$ cat config.mk
export PLATFORM = sky130hd
export DESIGN_NAME = speed_meter
export DESIGN_NICKNAME = d
export VERILOG_FILES = /design/src/rtl/speed_meter.sv
export SDC_FILE = /design/constraint.sdc
export NUM_CORES = 1
export LEC_CHECK = 0
export CAP_MARGIN = 10
export CORE_MARGIN = 5
export CORE_UTILIZATION = 30
export DETAILED_ROUTE_END_ITERATION = 10
export HOLD_SLACK_MARGIN = 0.15
export SLEW_MARGIN = 20
export SYNTH_ARGS = -nofsm -noshare
export SYNTH_HDL_FRONTEND = slang
export SYNTH_SLANG_ARGS = --single-unit
$ cat constraint.sdc
create_clock -name clk -period 4.55 [get_ports clk]
set_input_delay 1.365 -clock clk [delete_from_list [all_inputs] [get_ports clk]]
set_output_delay 1.365 -clock clk [all_outputs]
set_load 0.05 [all_outputs]
$ cat src/rtl/speed_meter.sv
// rtl/speed_meter.sv - quadrature encoder speed meter: x4 decode, gated step count, saturated magnitude
module speed_meter #(
  parameter int WINDOW = 1000
) (
  input  logic       clk,
  input  logic       rst,
  input  logic       enc_a,
  input  logic       enc_b,
  output logic [7:0] speed,
  output logic       dir,
  output logic       sat,
  output logic       err,
  output logic       speed_valid
);

  localparam int NW = $clog2(WINDOW) + 2;
  localparam int WW = $clog2(WINDOW);
  localparam int MW = (NW + 1 > 9) ? NW + 1 : 9;

  logic [1:0]           sync_m;
  logic [1:0]           ab_s;
  logic [1:0]           ab_p;
  logic [1:0]           prime;
  logic signed [NW-1:0] net;
  logic [WW-1:0]        wcnt;
  logic                 err_acc;

  logic signed [1:0]    step;
  logic                 illegal_now;
  logic                 terminal;
  logic signed [MW-1:0] total;
  logic [MW-1:0]        mag;
  logic                 sat_now;
  logic [7:0]           speed_now;

  // Decode only once the synchronizer holds real pin samples, so the reset value is never seen as a step.
  always_comb begin
    step        = '0;
    illegal_now = 1'b0;
    if (prime == 2'd3) begin
      case ({ab_p, ab_s})
        4'b0001, 4'b0111, 4'b1110, 4'b1000: step = 2'sb01;
        4'b0010, 4'b1011, 4'b1101, 4'b0100: step = 2'sb11;
        4'b0011, 4'b1100, 4'b0110, 4'b1001: illegal_now = 1'b1;
        default: step = '0;
      endcase
    end
  end

  // The terminal cycle's step belongs to the window that is closing.
  always_comb begin
    terminal  = (wcnt == WW'(WINDOW - 1));
    total     = MW'(net) + MW'(step);
    mag       = total[MW-1] ? $unsigned(-total) : $unsigned(total);
    sat_now   = (mag > MW'(255));
    speed_now = sat_now ? 8'hFF : mag[7:0];
  end

  always_ff @(posedge clk or posedge rst) begin
    if (rst) begin
      sync_m      <= 2'b00;
      ab_s        <= 2'b00;
      ab_p        <= 2'b00;
      prime       <= 2'd0;
      net         <= '0;
      wcnt        <= '0;
      err_acc     <= 1'b0;
      speed       <= 8'd0;
      dir         <= 1'b1;
      sat         <= 1'b0;
      err         <= 1'b0;
      speed_valid <= 1'b0;
    end else begin
      sync_m <= {enc_a, enc_b};
      ab_s   <= sync_m;
      ab_p   <= ab_s;
      if (prime != 2'd3) begin
        prime <= prime + 2'd1;
      end

      if (terminal) begin
        speed       <= speed_now;
        dir         <= ~total[MW-1];
        sat         <= sat_now;
        err         <= err_acc | illegal_now;
        speed_valid <= 1'b1;
        net         <= '0;
        err_acc     <= 1'b0;
        wcnt        <= '0;
      end else begin
        speed_valid <= 1'b0;
        net         <= net + NW'(step);
        err_acc     <= err_acc | illegal_now;
        wcnt        <= wcnt + WW'(1);
      end
    end
  end

endmodule

==> flow_metrics.env <==
export IMPL_ir_drop_mv=0.166
export IMPL_p_total_uw=1710
export IMPL_async_reset_ff_share_pct=100
export IMPL_ctsRootBufferMaster="clkbuf_8"
export IMPL_synth_top_cell_by_area="dfrtp_1"
export IMPL_rows=33
export IMPL_ys_ff_latch=43
export IMPL_wl_per_cell_um=12.9
export IMPL_io_pins=16
export IMPL_vias=1768
export IMPL_ys_top_cells_by_count="dfrtp_1 (42), nor2_1 (39), xnor2_1 (16), ha_1 (15), xor2_1 (12)"
export IMPL_slowest_delay_ns=0.59
export IMPL_synth_edff_count=0
export IMPL_critPathCaptureType="register"
export IMPL_place_congestion=0.852
export IMPL_die_area_sq_mm=0.0101
export IMPL_min_path_type="reg2reg"
export IMPL_yosys_warnings=0
export IMPL_fmax_mhz=269
export IMPL_clkLatencyLatePin_ns=0.30
export IMPL_syn_avg_cell_area_sq_um=10.3
export IMPL_max_slew_margin_pct=51.0
export IMPL_cp_arrival_ns=3.89
export IMPL_required_ns=4.72
export IMPL_ctsHtreeMaxLevel=2
export IMPL_setup_tns_final_ns=0
export IMPL_slew_violations=0
export IMPL_ctsLongestPathBuffers=2
export IMPL_path_clk_slew_ns=0.08
export IMPL_grt_overflow=0
export IMPL_initial_utilization_pct=30.2
export IMPL_drt_antenna_violating_nets=0
export IMPL_first_global_vias=1826
export IMPL_yosysSeqAreaShare_pct=44.0
export IMPL_drive_above_1_share_pct=8.59
export IMPL_status="finished clean"
export IMPL_cts_resized=0
export IMPL_crit_path_top_delay_cell="or4_1"
export IMPL_postCtsSetupBuffers=0
export IMPL_die_h_um=100
export IMPL_path_cells="xnor2_1 > xnor2_1 > and2_1 > ha_1 > fa_1 > a21o_1 > a221oi_4 > nor3_1 > o31a_1 > or4_1 > o2bb2ai_4 > a31oi_1"
export IMPL_period_needed_ns=3.72
export IMPL_rsz0062_at_grt="no"
export IMPL_power_density_mw_per_mm2=608
export IMPL_fin_area_sq_mm=0.00281
export IMPL_drtIter0Drc=179
export IMPL_dpl_hpwl_mm=3.48
export IMPL_start_kind="register"
export IMPL_synthFlopType="dfrtp_1"
export IMPL_io_buffer_count=15
export IMPL_cts_tree="done"
export IMPL_yosysTopAreaCellShare_pct=42.9
export IMPL_postCtsHoldBufs=0
export IMPL_cp_max_fo=11
export IMPL_netlist_area_sq_mm=0.00245
export IMPL_synth_cells=238
export IMPL_crit_path_start="ab_p[0]"
export IMPL_max_cap_viol_count=0
export IMPL_cts_buffers=5
export IMPL_wl_mm=4.64
export IMPL_n_fill_cell=843
export IMPL_synth_area_top_cells="dfrtp_1 (43%), ha_1 (7.7%), nor2_1 (6.0%)"
export IMPL_path_class="reg2reg"
export IMPL_timing_rr_start="ab_p[0]"
export IMPL_p_leak_uw=0.00120
export IMPL_hp_start="sync_m[1]"
export IMPL_area_delta_synth_final_pct=14.8
export IMPL_coreArea_sq_mm=0.00809
export IMPL_synth_nets=258
export IMPL_grt_max_degree=44
export IMPL_viasPerCell=4.90
export IMPL_grt_use_total_pct=10.2
export IMPL_crit_top_cell="xnor2_1"
export IMPL_place_area_sq_mm=0.00273
export IMPL_antennaDiodeCount=0
export IMPL_grt_antenna_before_repair=0
export IMPL_hold_violations=0
export IMPL_worst_pin_slew_ns=0.734
export IMPL_grt_pass1_wl_mm=8.41
export IMPL_route_detailed_drc=0
export IMPL_cts_sinks=43
export IMPL_nets=276
export IMPL_synth_most_common_cell="dfrtp_1"
export IMPL_die_w_um=100
export IMPL_synth_cell_types=53
export IMPL_setup_viol=0
export IMPL_fin_crit_sh_pct=81.7
export IMPL_fin_skew_ns=0.00768
export IMPL_first_pass_iters=4
-- path summary, 6_finish.rpt --
| check | slack (ns) | cells after the start | end |
|---|---|---|---|
| setup / recovery | 0.83 | 12 | speed[7] |
| hold / removal | 0.36 | 0 | ab_s[1] |
| setup reg to reg | 0.83 | 12 | speed[7] |
| hold reg to reg | 0.36 | 0 | ab_s[1] |
| max in group asynchronous | 2.70 | 3 | dir |
| min in group asynchronous | 1.49 | 3 | sync_m[1] |
-- per-layer routing --
| metal | up-vias | wire length (um) | global-route usage (%) |
|---|---|---|---|
| li1 | 885 | - | - |
| met1 | 848 | 2280 | 14.1 |
| met2 | 29 | 2060 | 15.5 |
| met3 | 6 | 236 | 2.71 |
| met4 | 0 | 56 | 3.42 |
| met5 | - | 0 | 0 |
-- cell families after synthesis --
logic type | Yosys count | share of synthesized area, %
and+or+nand+nor | 83 | 16.6
AOI/OAI and AO/OA | 49 | 16.7
DFF | 43 | 44.0
xor gates and xnor gates | 28 | 10.0
adders and majority gates | 16 | 8.49
buffers and inverters | 15 | 2.40
muxes | 4 | 1.79
-- metrics by stage --
stage / worst slack (ns) / std cells / util, % / hold slack (ns)
global placement: 0.919 / 354 / 33.7 / 0.339
finish: 0.832 / 361 / 34.7 / 0.360
floorplan: 0.656 / 238 / - / 0.331
CTS: 0.805 / 361 / 34.7 / 0.362
detailed placement: 0.833 / 354 / 33.7 / 0.343
global route: 0.578 / 361 / 34.7 / 0.382
-- power breakdown --
group / switching [uW] / leakage (uW) / internal [uW]
Sequential: 25.5 / 0.000525 / 445
Clock: 132 / 0.0000440 / 105
Combinational: 600 / 0.000630 / 400
Total: 758 / 0.00120 / 949
-- layout make-up --
type                    count  area, sq um  area share [%]
well taps                 105          131            4.68
flip-flops and latches     43         1080            38.4
multi-input cells         180         1310            46.7
clock buffers               5         68.8            2.45
repair buffers             19          180            6.41
clock inverters             2         13.8           0.490
inverters                   7         26.3           0.935
-- flip-flops by register name, summed over array words and instances, names as in the netlist --
register	flops
prime	2
speed_valid	1
err_acc	1
net	12
wcnt	10
err	1
sat	1
dir	1
ab_p	2
speed	8
sync_m	2
ab_s	2
-- cell usage in the layout, fill, tap and decap left out, types with 2 or more instances in the layout --
cell / netlist / routed
a31oi_1: 11 / 11
a2111oi_1: 2 / 2
clkdlybuf4s50_1: 0 / 15
and4_1: 3 / 3
dfrtp_1: 42 / 42
mux2_2: 3 / 3
and3_1: 2 / 2
inv_1: 7 / 6
nand4_1: 2 / 2
o21ai_0: 3 / 3
a21oi_1: 6 / 6
a21boi_0: 2 / 2
o211ai_1: 2 / 2
nor2b_1: 4 / 4
nand3_1: 7 / 7
a21o_1: 4 / 4
ha_1: 15 / 15
nand2_1: 11 / 11
nor3_1: 4 / 4
o31ai_1: 2 / 2
xor2_1: 12 / 12
clkbuf_8: 0 / 5
buf_4: 0 / 4
xnor2_1: 16 / 16
o211a_1: 2 / 2
and2_1: 2 / 2
nor2_1: 39 / 39
-- worst max-delay path, delay by kind of cell (launching register included) --
| family | cells | cell delay [ns] |
|---|---|---|
| AND/OR/NAND/NOR | 3 | 0.86 |
| adder cells (fa/ha/maj) | 2 | 0.65 |
| AO/OA/AOI/OAI | 5 | 1.33 |
| XOR/XNOR | 2 | 0.34 |
| flip-flops | 1 | 0.41 |
No activity file was read; power rests on OpenSTA's default activity.
